File: src/rtl/gfx_pkg.sv
// Shared constants, state encoding and helpers for the graphics word serializer.
package gfx_pkg;

  localparam int GFX_MEM_LAT      = 2;
  localparam int GFX_BUF_DEPTH    = 4;
  localparam int GFX_NIB_PER_WORD = 8;
  localparam int GFX_NIB_W        = 4;
  localparam int GFX_WORD_W       = 32;
  localparam int GFX_ADDR_W       = 8;

  typedef enum logic [1:0] {
    GFX_IDLE  = 2'd0,
    GFX_FETCH = 2'd1,
    GFX_DRAIN = 2'd2
  } gfx_state_e;

  // Next word address; descending order wraps 0 -> 255, ascending wraps 255 -> 0.
  function automatic logic [GFX_ADDR_W-1:0] gfx_next_addr(input logic [GFX_ADDR_W-1:0] addr,
                                                          input logic                  down);
    if (down) begin
      return addr - 8'd1;
    end else begin
      return addr + 8'd1;
    end
  endfunction

endpackage

File: src/rtl/gfx_word_serializer_if.sv
// Memory read port and pixel stream bundle of the graphics word serializer.
// master = serializer side, slave = memory/consumer side.
interface gfx_word_serializer_if;
  import gfx_pkg::*;

  logic                      mem_rden;
  logic [GFX_ADDR_W-1:0]     mem_addr;
  logic [GFX_WORD_W-1:0]     mem_q;
  logic                      pix_valid;
  logic                      pix_ready;
  logic [GFX_NIB_W-1:0]      pix_data;
  logic                      pix_last;

  modport master (
    output mem_rden, mem_addr, pix_valid, pix_data, pix_last,
    input  mem_q, pix_ready
  );

  modport slave (
    input  mem_rden, mem_addr, pix_valid, pix_data, pix_last,
    output mem_q, pix_ready
  );

endinterface

File: src/rtl/gfx_word_fifo.sv
// Small synchronous word FIFO with async reset and a synchronous clear.
// Read data is the head word, visible combinationally from registered storage.
module gfx_word_fifo
  import gfx_pkg::*;
#(
  parameter int DEPTH = GFX_BUF_DEPTH,
  parameter int WIDTH = GFX_WORD_W
) (
  input  logic                     clk,
  input  logic                     rst_n,
  input  logic                     clr,
  input  logic                     push,
  input  logic [WIDTH-1:0]         wdata,
  input  logic                     pop,
  output logic [WIDTH-1:0]         rdata,
  output logic [$clog2(DEPTH):0]   count,
  output logic                     empty,
  output logic                     full
);

  localparam int PW = $clog2(DEPTH);

  logic [WIDTH-1:0] mem_r [DEPTH];
  logic [PW-1:0]    wr_ptr_r;
  logic [PW-1:0]    rd_ptr_r;
  logic [PW:0]      count_r;
  logic             empty_s;
  logic             full_s;
  logic             do_push_s;
  logic             do_pop_s;

  assign empty_s   = (count_r == (PW+1)'(0));
  assign full_s    = (count_r == (PW+1)'(DEPTH));
  assign do_push_s = push && !full_s;
  assign do_pop_s  = pop && !empty_s;

  // Storage write: data lands at the write pointer on every accepted push.
  always_ff @(posedge clk or negedge rst_n) begin
    if (!rst_n) begin
      for (int i = 0; i < DEPTH; i++) begin
        mem_r[i] <= {WIDTH{1'b0}};
      end
    end else if (do_push_s && !clr) begin
      mem_r[wr_ptr_r] <= wdata;
    end else begin
      mem_r[wr_ptr_r] <= mem_r[wr_ptr_r];
    end
  end

  // Pointers and occupancy; clear drops all content, push+pop keeps occupancy.
  always_ff @(posedge clk or negedge rst_n) begin
    if (!rst_n) begin
      wr_ptr_r <= PW'(0);
      rd_ptr_r <= PW'(0);
      count_r  <= (PW+1)'(0);
    end else if (clr) begin
      wr_ptr_r <= PW'(0);
      rd_ptr_r <= PW'(0);
      count_r  <= (PW+1)'(0);
    end else begin
      if (do_push_s) begin
        wr_ptr_r <= wr_ptr_r + PW'(1);
      end
      if (do_pop_s) begin
        rd_ptr_r <= rd_ptr_r + PW'(1);
      end
      case ({do_push_s, do_pop_s})
        2'b10:   count_r <= count_r + (PW+1)'(1);
        2'b01:   count_r <= count_r - (PW+1)'(1);
        default: count_r <= count_r;
      endcase
    end
  end

  assign rdata = mem_r[rd_ptr_r];
  assign count = count_r;
  assign empty = empty_s;
  assign full  = full_s;

endmodule

File: src/rtl/gfx_word_serializer.sv
// Graphics word serializer: credit-based prefetch of packed 32-bit words from
// the line/tile memory, unpacked into a gap-free stream of 4-bit pixels.
// Optional feature macro: GFX_SER_FLIP_EN adds the 'flip' port (descending
// addresses and nibble order [31:28] first).
module gfx_word_serializer
  import gfx_pkg::*;
#(
  parameter int MEM_LAT   = GFX_MEM_LAT,
  parameter int BUF_DEPTH = GFX_BUF_DEPTH
) (
  input  logic                  clk,
  input  logic                  rst_n,
  input  logic                  start,
  input  logic [GFX_ADDR_W-1:0] base_addr,
  input  logic [7:0]            word_cnt,
  input  logic                  abort,
`ifdef GFX_SER_FLIP_EN
  input  logic                  flip,
`endif
  output logic                  busy,
  output logic                  done,
  gfx_word_serializer_if.master bus
);

  localparam logic [1:0] ST_IDLE  = GFX_IDLE;
  localparam logic [1:0] ST_FETCH = GFX_FETCH;
  localparam logic [1:0] ST_DRAIN = GFX_DRAIN;

  logic [1:0]            state_r;
  logic                  busy_r;
  logic                  done_r;
  logic                  rden_r;
  logic [GFX_ADDR_W-1:0] mem_addr_r;
  logic [GFX_ADDR_W-1:0] addr_cnt_r;
  logic [8:0]            words_left_r;
  logic [8:0]            emit_left_r;
  logic [2:0]            nib_r;
  logic [MEM_LAT-1:0]    vld_r;
  logic                  flip_r;

  logic                  flip_in_s;
  logic [8:0]            tot_s;
  logic [3:0]            inflight_s;
  logic [3:0]            used_s;
  logic                  credit_ok_s;
  logic                  push_s;
  logic                  pop_s;
  logic                  pix_hs_s;
  logic                  pix_valid_s;
  logic                  pix_last_s;
  logic                  last_hs_s;
  logic [2:0]            nib_idx_s;
  logic [GFX_WORD_W-1:0] head_s;
  logic [2:0]            fifo_count_s;
  logic                  fifo_empty_s;
  logic                  fifo_full_s;

`ifdef GFX_SER_FLIP_EN
  assign flip_in_s = flip;
`else
  assign flip_in_s = 1'b0;
`endif

  // A word count of 0 requests the full 256-word address space.
  assign tot_s = (word_cnt == 8'd0) ? 9'd256 : {1'b0, word_cnt};

  // Outstanding reads: the one on the port this cycle plus those in the latency pipe.
  always_comb begin
    inflight_s = {3'b000, rden_r};
    for (int i = 0; i < MEM_LAT; i++) begin
      inflight_s = inflight_s + {3'b000, vld_r[i]};
    end
  end

  assign used_s      = {1'b0, fifo_count_s} + inflight_s;
  assign credit_ok_s = (used_s < 4'(BUF_DEPTH)) && !fifo_full_s;

  assign push_s      = vld_r[MEM_LAT-1];
  assign pix_valid_s = !fifo_empty_s;
  assign pix_hs_s    = pix_valid_s && bus.pix_ready;
  assign pop_s       = pix_hs_s && (nib_r == 3'(GFX_NIB_PER_WORD - 1));
  assign pix_last_s  = pix_valid_s && (nib_r == 3'(GFX_NIB_PER_WORD - 1)) && (emit_left_r == 9'd1);
  assign last_hs_s   = pix_last_s && bus.pix_ready;
  assign nib_idx_s   = flip_r ? (3'd7 - nib_r) : nib_r;

  gfx_word_fifo #(
    .DEPTH (GFX_BUF_DEPTH),
    .WIDTH (GFX_WORD_W)
  ) u_fifo (
    .clk   (clk),
    .rst_n (rst_n),
    .clr   (abort),
    .push  (push_s),
    .wdata (bus.mem_q),
    .pop   (pop_s),
    .rdata (head_s),
    .count (fifo_count_s),
    .empty (fifo_empty_s),
    .full  (fifo_full_s)
  );

  // Control FSM and read issue; the first read leaves IDLE together with start.
  always_ff @(posedge clk or negedge rst_n) begin
    if (!rst_n) begin
      state_r      <= ST_IDLE;
      busy_r       <= 1'b0;
      done_r       <= 1'b0;
      rden_r       <= 1'b0;
      mem_addr_r   <= 8'd0;
      addr_cnt_r   <= 8'd0;
      words_left_r <= 9'd0;
      flip_r       <= 1'b0;
    end else if (abort) begin
      state_r      <= ST_IDLE;
      busy_r       <= 1'b0;
      done_r       <= 1'b0;
      rden_r       <= 1'b0;
      mem_addr_r   <= 8'd0;
      addr_cnt_r   <= 8'd0;
      words_left_r <= 9'd0;
      flip_r       <= 1'b0;
    end else begin
      done_r <= 1'b0;
      rden_r <= 1'b0;
      case (state_r)
        ST_IDLE: begin
          if (start) begin
            rden_r       <= 1'b1;
            mem_addr_r   <= base_addr;
            addr_cnt_r   <= gfx_next_addr(base_addr, flip_in_s);
            words_left_r <= tot_s - 9'd1;
            flip_r       <= flip_in_s;
            state_r      <= ST_FETCH;
            busy_r       <= 1'b1;
          end
        end
        ST_FETCH: begin
          if (words_left_r == 9'd0) begin
            state_r <= ST_DRAIN;
          end else if (credit_ok_s) begin
            rden_r       <= 1'b1;
            mem_addr_r   <= addr_cnt_r;
            addr_cnt_r   <= gfx_next_addr(addr_cnt_r, flip_r);
            words_left_r <= words_left_r - 9'd1;
          end
        end
        ST_DRAIN: begin
          // The final pixel handshake implies buffer and pipe are empty.
          if (last_hs_s) begin
            done_r  <= 1'b1;
            state_r <= ST_IDLE;
            busy_r  <= 1'b0;
          end
        end
        default: begin
          state_r <= ST_IDLE;
          busy_r  <= 1'b0;
        end
      endcase
    end
  end

  // Latency pipe, nibble index and remaining-word count on the pixel side.
  always_ff @(posedge clk or negedge rst_n) begin
    if (!rst_n) begin
      vld_r       <= {MEM_LAT{1'b0}};
      nib_r       <= 3'd0;
      emit_left_r <= 9'd0;
    end else if (abort) begin
      vld_r       <= {MEM_LAT{1'b0}};
      nib_r       <= 3'd0;
      emit_left_r <= 9'd0;
    end else begin
      vld_r <= {vld_r[MEM_LAT-2:0], rden_r};
      if (state_r == ST_IDLE && start) begin
        emit_left_r <= tot_s;
      end else if (pop_s) begin
        emit_left_r <= emit_left_r - 9'd1;
      end else begin
        emit_left_r <= emit_left_r;
      end
      if (pix_hs_s) begin
        nib_r <= nib_r + 3'd1;
      end else begin
        nib_r <= nib_r;
      end
    end
  end

  assign busy          = busy_r;
  assign done          = done_r;
  assign bus.mem_rden  = rden_r;
  assign bus.mem_addr  = mem_addr_r;
  assign bus.pix_valid = pix_valid_s;
  assign bus.pix_data  = pix_valid_s ? head_s[{nib_idx_s, 2'b00} +: GFX_NIB_W] : 4'd0;
  assign bus.pix_last  = pix_last_s;

endmodule

File: src/flat_wrapper.sv
// flat-port wrapper written by rule: the top's interface ports become plain ports
module gfx_word_serializer_flat import gfx_pkg::*;
#(
  parameter int MEM_LAT   = GFX_MEM_LAT,
  parameter int BUF_DEPTH = GFX_BUF_DEPTH
)
  (clk, rst_n, start, base_addr, word_cnt, abort, busy, done, bus_mem_rden, bus_mem_addr, bus_pix_valid, bus_pix_data, bus_pix_last, bus_mem_q, bus_pix_ready);
  gfx_word_serializer_if bus_i ();
  input  logic clk;
  input  logic rst_n;
  input  logic start;
  input  logic [GFX_ADDR_W-1:0] base_addr;
  input  logic [7:0] word_cnt;
  input  logic abort;
  output logic busy;
  output logic done;
  output wire logic [$bits(bus_i.mem_rden)-1:0] bus_mem_rden;
  output wire logic [$bits(bus_i.mem_addr)-1:0] bus_mem_addr;
  output wire logic [$bits(bus_i.pix_valid)-1:0] bus_pix_valid;
  output wire logic [$bits(bus_i.pix_data)-1:0] bus_pix_data;
  output wire logic [$bits(bus_i.pix_last)-1:0] bus_pix_last;
  input wire logic [$bits(bus_i.mem_q)-1:0] bus_mem_q;
  input wire logic [$bits(bus_i.pix_ready)-1:0] bus_pix_ready;
  assign bus_mem_rden = bus_i.mem_rden;
  assign bus_mem_addr = bus_i.mem_addr;
  assign bus_pix_valid = bus_i.pix_valid;
  assign bus_pix_data = bus_i.pix_data;
  assign bus_pix_last = bus_i.pix_last;
  assign bus_i.mem_q = bus_mem_q;
  assign bus_i.pix_ready = bus_pix_ready;
  gfx_word_serializer #(.MEM_LAT(MEM_LAT), .BUF_DEPTH(BUF_DEPTH)) u_core (.clk(clk), .rst_n(rst_n), .start(start), .base_addr(base_addr), .word_cnt(word_cnt), .abort(abort), .busy(busy), .done(done), .bus(bus_i));
endmodule
File: config.mk
export PLATFORM = sky130hd
export DESIGN_NAME = gfx_word_serializer_flat
export DESIGN_NICKNAME = d
export VERILOG_FILES = /design/src/rtl/gfx_pkg.sv /design/src/rtl/gfx_word_serializer_if.sv /design/src/rtl/gfx_word_fifo.sv /design/src/rtl/gfx_word_serializer.sv /design/src/flat_wrapper.sv
export SDC_FILE = /design/constraint.sdc
export NUM_CORES = 1
export LEC_CHECK = 0
export BUFFER_PORTS_ARGS = -buffer_cell sky130_fd_sc_hd__buf_2
export CORE_ASPECT_RATIO = 0.75
export CORE_MARGIN = 8
export CORE_UTILIZATION = 40
export CTS_BUF_LIST = sky130_fd_sc_hd__clkbuf_2 sky130_fd_sc_hd__clkbuf_4 sky130_fd_sc_hd__clkbuf_8
export DETAILED_ROUTE_END_ITERATION = 10
export SYNTH_ARGS = -nofsm -noshare
export SYNTH_HDL_FRONTEND = slang
export SYNTH_SLANG_ARGS = --single-unit
export TNS_END_PERCENT = 100
File: constraint.sdc
create_clock -name clk -period 3.1 [get_ports clk]
set_input_delay 0.31 -clock clk [delete_from_list [all_inputs] [get_ports clk]]
set_output_delay 0.31 -clock clk [all_outputs]
set_load 0.1 [all_outputs]
# After elaboration in Yosys (flattened, before gate mapping)
# Cells that the tools add are included.
# totals
regBits,180
in_bits,53
out_inout_bits,17
word_cells,145
# classes
add_sub_neg,15
n_lt_le_gt_ge,4
n_eq_ne,13
shift,1
muxes,62
bitwise_logic,2
reduce_logical,30
# op_table
operator,n
128-bit bitwise mux,2
32-bit 2-to-1 mux,5
32-bit binary-select mux with 2-bit select,2
128-bit 2-to-1 mux,1
8-bit 2-to-1 mux,9
9-bit 2-to-1 mux,8
32-bit demux with 2-bit select,1
8-bit case mux with 2 select lines,2
32-bit by 6-bit indexed part select with 4-bit output,1
9-bit by 1-bit subtractor with 9-bit output (second input constant),3
2-bit 2-to-1 mux,9
9-bit case mux with 2 select lines,1
8-bit by 1-bit adder with 8-bit output (second input constant),2
1-bit 2-to-1 mux,13
3-bit 2-to-1 mux,4
1-bit logical AND,11
2-bit nonzero test,5
9-bit by 1-bit equality test with 1-bit output (second input constant),1
9-bit zero test,1
3-bit by 2-bit inequality test with 1-bit output (second input constant),3
3-bit nonzero test,3
8-bit zero test,1
8-bit by 1-bit subtractor with 8-bit output (second input constant),1
3-bit by 1-bit adder with 3-bit output (second input constant),2
26 further kinds,36

# Depth between registers and ports, before layout
# logic_depth
depth_word,9
depth_mapped,12
mapped_depth_nobuf,10

# Cells and area by module
# Synthesis repeated with hierarchy kept, for this count alone.
# unflattened
cells_unflattened,961
area_unflattened_um2,10276.1
# by_module_without_submodules
mod,instances,cells_per_inst,area_each_um2,seq_area_each_um2
gfx_word_fifo,1,636,7233.2,3378.2
gfx_word_serializer,1,325,3042.9,1101.1

# Worst setup path after synthesis
# Ideal clock, no wire load.
# synth_timing
path_kind,flip-flop to output port
from,reg u_core.u_fifo.rd_ptr_r[1]
to,out bus_pix_data[0]
arrival_time_ns,2.646
t_required_ns,2.790
path_slack_ns,0.144
stages_incl_launch_ff,7
path_buffers,2
path_cell_list,dfrtp_1 > clkbuf_1 > clkbuf_1 > mux4_2 > mux4_2 > mux2i_1 > nor2_1
# synth_via
elab_chain_len,6
# synth_rtl
element,line_no,source
start: declaration,gfx_word_fifo.sv:25,logic [PW-1:0] rd_ptr_r;
start signal: assignment,gfx_word_fifo.sv:65,rd_ptr_r <= rd_ptr_r + PW'(1);
2-bit inverter with 3-bit output (not written as such),gfx_word_fifo.sv:75,assign rdata = mem_r[rd_ptr_r];
32-bit binary-select mux with 2-bit select,gfx_word_fifo.sv:75,
32-bit 2-to-1 mux (not written as such) (2 in series),gfx_word_fifo.sv:75,
32-bit by 6-bit indexed part select with 4-bit output,gfx_word_serializer.sv:195,"assign bus.pix_data = pix_valid_s ? head_s[{nib_idx_s, 2'b00} +: GFX_NIB_W] : 4'd0;"
4-bit 2-to-1 mux,gfx_word_serializer.sv:195,
end: declaration,flat_wrapper.sv:20,output wire logic [$bits(bus_i.pix_data)-1:0] bus_pix_data;
# No other way between the ends. The select of a mux whose other input is x is not followed.

# Worst setup path after layout
# layout_timing
from,reg u_core.u_fifo.rd_ptr_r[0]
to,out bus_pix_data[3]
# Same word-level chain as after synthesis.

==> run summary <==
The run finished with clean final reports. The clock passes through at most 2 buffers. In this run, synthesis inferred 0 flip-flops with an integrated enable. Including well taps, the total number of placed cells is 1223. Wires add up to 24850 um. The tools report the kind of start point of the critical path as a register. From bottom edge to top edge, the die measures 150.8 um. Relative to the synthesized area, the layout overhead comes to 12.55%. Clock sink total: 179. In the routed design, unresolved DRC markers number 0.

The post-CTS setup buffer count was 0. The net count of the finished layout was 1004; the clock transition time at the flip-flop clock pins of the worst setup and hold paths was 0.10 ns. Counting the buffers created by CTS gives 17.

The tools report the routability congestion estimate as 0.8120. Share of the clock period used by the worst path: 95.07%. The number of nets in the synthesized netlist is 954. Hold timing on the final database bottoms out at a slack of 0.1529 ns. The maximum vdd ir drop was 320.4 uV. The cell occurring most often along the worst timing path is sky130_fd_sc_hd__mux4_2. The run gives 0 as the number of antenna violations at the first check in global routing. The initial cell density of the core was 40.52%.

The max-slew violation total from the final report was 0; the overall fraction of global-route tracks in use was 17.39%. Port buffering added 69 buffers. The worst setup path is captured at a primary output. TritonCTS built the clock tree.

The post-DP HPWL was 17100 um; the register bit total from synthesis was 179. The async set-reset flop share out of synthesis was 100.0%; the worst hold path cell count was 3. The pin count of the biggest net entering global routing is 82, and the maximum fanout count along the critical path is 24.

The count of routing violations after the opening detailed-route iteration is 619, and the detailed-router iteration count before antenna repair is 5. The delay of the slowest cell on the worst path came out at 0.58 ns. The cell sitting at the root of the clock tree is a sky130_fd_sc_hd__clkbuf_8. Setup repair after global routing left no endpoint under its margin. Summed over all cells, the static leakage comes to 4.041 nW. The run gives 0 as the number of gates resized after cts. For the remaining antenna violation count, the log shows 0. In the final timing run, aggregate negative setup slack is 0 ns. Between clock sinks in the finished design, the worst skew comes to 0.02189 ns.

Leaving out fill and tap cells, the most frequent cells in the layout are sky130_fd_sc_hd__nor2_1 (190), sky130_fd_sc_hd__dfrtp_1 (177), sky130_fd_sc_hd__a21oi_1 (135). The final route contains 7142 vias. The tool flagged a number of max-cap violations equal to 0. Ranked by total cell area, the synthesized netlist is headed by sky130_fd_sc_hd__dfrtp_1 (46%), sky130_fd_sc_hd__mux4_2 (17%), sky130_fd_sc_hd__nor2_1 (7.4%). The worst hold path terminates at u_core.emit_left_r[6].

The Yosys step of the flow raised 0 warnings. Setup violations remaining at the end of the flow were counted as 0. The area of the mapped netlist was 9688 um2; the power density over the cells was 700.6 nW/um2. The final critical-path required period works out to 2.947 ns. The arrival time at the worst endpoint was 2.64 ns; the transition time at the pin with the least slew margin was 0.7822 ns. Headroom to the max-slew limit came out at 47.85%. In the routed layout, each cell is associated on average with a via count of 5.686. Dividing the synthesized area by the synthesized cell count gives 10.92 um2. After detailed routing, the average wire length per cell comes to 19.79 um. The die covers 29510 um2.

The leading cell type in the layout, fill and taps excluded was sky130_fd_sc_hd__nor2_1. The logs give 4 for the number of H-tree branching levels and 70 for the number of top-level pins. In this run the most critical hold path is launched from word_cnt[6]. The synthesized design spends more area on one cell type than any other, namely sky130_fd_sc_hd__dfrtp_1. The total count of hold-check failures in the final report is 0.

The class of the tightest hold or removal check was in -> reg. The post-route netlist has 23.16% of its cells at a drive strength greater than 1. In this run the core area contains 49 standard-cell rows.

Power comes to 0.007640 W. The worst register-to-register path begins at u_core.state_r[1]. Most frequently used flop master after synthesis: sky130_fd_sc_hd__dfrtp_1. The critical path goes through buf_12, mux4_2, mux4_2, mux2i_1, nor2_1, buf_2.

At the end of the flow the core is filled with cells to 45.60%. Summed over all layers, the global routing overflow is 0. After floorplanning, the core was sized to cover 23910 um2. The library cell contributing the largest single delay on the critical path is sky130_fd_sc_hd__mux4_2. For this run, the number of standard cells in the final layout without fillers is 1256. The count of inserted antenna diode cells was 0; the count of cells along the worst register-to-register path was 10.

The logs give 53 for the count of distinct cell types in the synthesized netlist and 0.48 ns for the minimum setup slack among reg-to-reg paths. The logs give 887 for the instance count of the mapped netlist and 40690 um for the wire length of the first global-routing pass. The worst setup path is of the reg -> out kind. The die is 195.7 um wide.

The via count of the first global-routing pass was 6967; the area fraction of the dominant cell type after synthesis was 46.24%. At the worst endpoint, the required time is 2.79 ns. Timing would allow up to 0.3393 GHz.

The endpoint identified for the worst register-to-register timing path is u_core.words_left_r[8]. The clock reaches the later pin of the worst-skew pair after 0.46 ns. For this run, the register share of the synthesized area comes to 46.24%.
synthesized netlist by cell type, types with 11 or more instances:
| cell type | n |
|---|---|
| sky130_fd_sc_hd__nor2_1 | 190 |
| sky130_fd_sc_hd__inv_1 | 13 |
| sky130_fd_sc_hd__a21oi_1 | 135 |
| sky130_fd_sc_hd__nand2_1 | 17 |
| sky130_fd_sc_hd__nor3_1 | 11 |
| sky130_fd_sc_hd__o21ai_0 | 35 |
| sky130_fd_sc_hd__buf_2 | 14 |
| sky130_fd_sc_hd__mux2i_1 | 53 |
| sky130_fd_sc_hd__clkbuf_1 | 40 |
| sky130_fd_sc_hd__xor2_1 | 15 |
| sky130_fd_sc_hd__mux4_2 | 72 |
| sky130_fd_sc_hd__ha_1 | 13 |
| sky130_fd_sc_hd__dfrtp_1 | 179 |
repair_timing:
item / 4_1_cts / 5_1_grt
endpoints found under the setup margin: 0 / 0
hold endpoints to repair: 79 / 0
hold buffers: 1 / 0
where the power goes:
part | internal [W] | switching (W) | total [W]
clock network | 0.000715 | 0.000982 | 0.00170
registers | 0.00286 | 0.000476 | 0.00334
logic | 0.00111 | 0.00150 | 0.00261
registers in the layout (all words and copies together), names as in the netlist:
register / count
u_core.u_fifo.count: 3
u_core.u_fifo.wr_ptr_r: 2
u_core.bus.mem_rden: 1
u_core.vld_r: 2
u_core.addr_cnt_r: 8
u_core.nib_r: 3
u_core.done: 1
u_core.state_r: 2
u_core.u_fifo.mem_r: 128
u_core.u_fifo.rd_ptr_r: 2
u_core.emit_left_r: 9
u_core.busy: 1
u_core.bus.mem_addr: 8
u_core.words_left_r: 9
stage by stage:
stage | cell area, um2 | setup WS [ns]
after floorplan | 9688 | 0.1438
after global placement | 10470 | 0.5701
after detailed placement | 10470 | 0.5345
after CTS | 10900 | 0.1142
after global routing | 10900 | 0.02828
final | 10900 | 0.1529
worst max-delay path, delay by kind of cell (launching register included):
family / cells / cell delay, ns
buffers and inverters: 2 / 0.51
DFF: 1 / 0.40
muxes: 3 / 1.20
and+or+nand+nor: 1 / 0.06
cells by family (layout without fill, tap and decap cells):
| kind of cell | Yosys count | in the layout | share of synthesized area [%] |
|---|---|---|---|
| flip-flops | 179 | 179 | 46.24 |
| adder cells (fa/ha/maj) | 14 | 14 | 1.886 |
| AND/OR/NAND/NOR | 257 | 257 | 11.69 |
| buffers and inverters | 80 | 143 | 3.539 |
| AO/OA/AOI/OAI | 205 | 205 | 11.92 |
| XOR/XNOR | 24 | 24 | 2.170 |
| multiplexers | 128 | 128 | 22.56 |
area by class of cell:
| type | count | area (um2) |
|---|---|---|
| clock buffer | 18 | 247.7 |
| sequential | 179 | 4482 |
| inverter | 13 | 48.80 |
| tap | 306 | 382.9 |
| timing repair buffer | 98 | 684.4 |
| clock inverter | 14 | 177.7 |
| fill | 2241 | 13010 |
| multi-input combinational | 628 | 4881 |
how the worst max path moves through the flow:
| stage | from | endpoint | slack, ns | cells past startpoint |
|---|---|---|---|---|
| final | u_core.u_fifo.rd_ptr_r[0] | bus_pix_data[3] | 0.15 | 6 |
| after global placement | u_core.state_r[1] | u_core.words_left_r[8] | 0.57 | 10 |
| after detailed placement | u_core.state_r[1] | u_core.words_left_r[8] | 0.53 | 10 |
| after CTS | u_core.u_fifo.rd_ptr_r[0] | bus_pix_data[1] | 0.11 | 6 |
| after global routing | u_core.u_fifo.rd_ptr_r[0] | bus_pix_data[0] | 0.03 | 6 |
| after floorplan | u_core.u_fifo.rd_ptr_r[1] | bus_pix_data[0] | 0.14 | 6 |
routing by layer:
layer,wire (um),GRT usage [%],share of wire (%)
met5,0,0,0
met4,166,3.365,0.67
met3,1451,3.530,5.8
met2,10840,24.98,44
met1,12390,26.76,50
No activity file was read; power rests on OpenSTA's default activity.
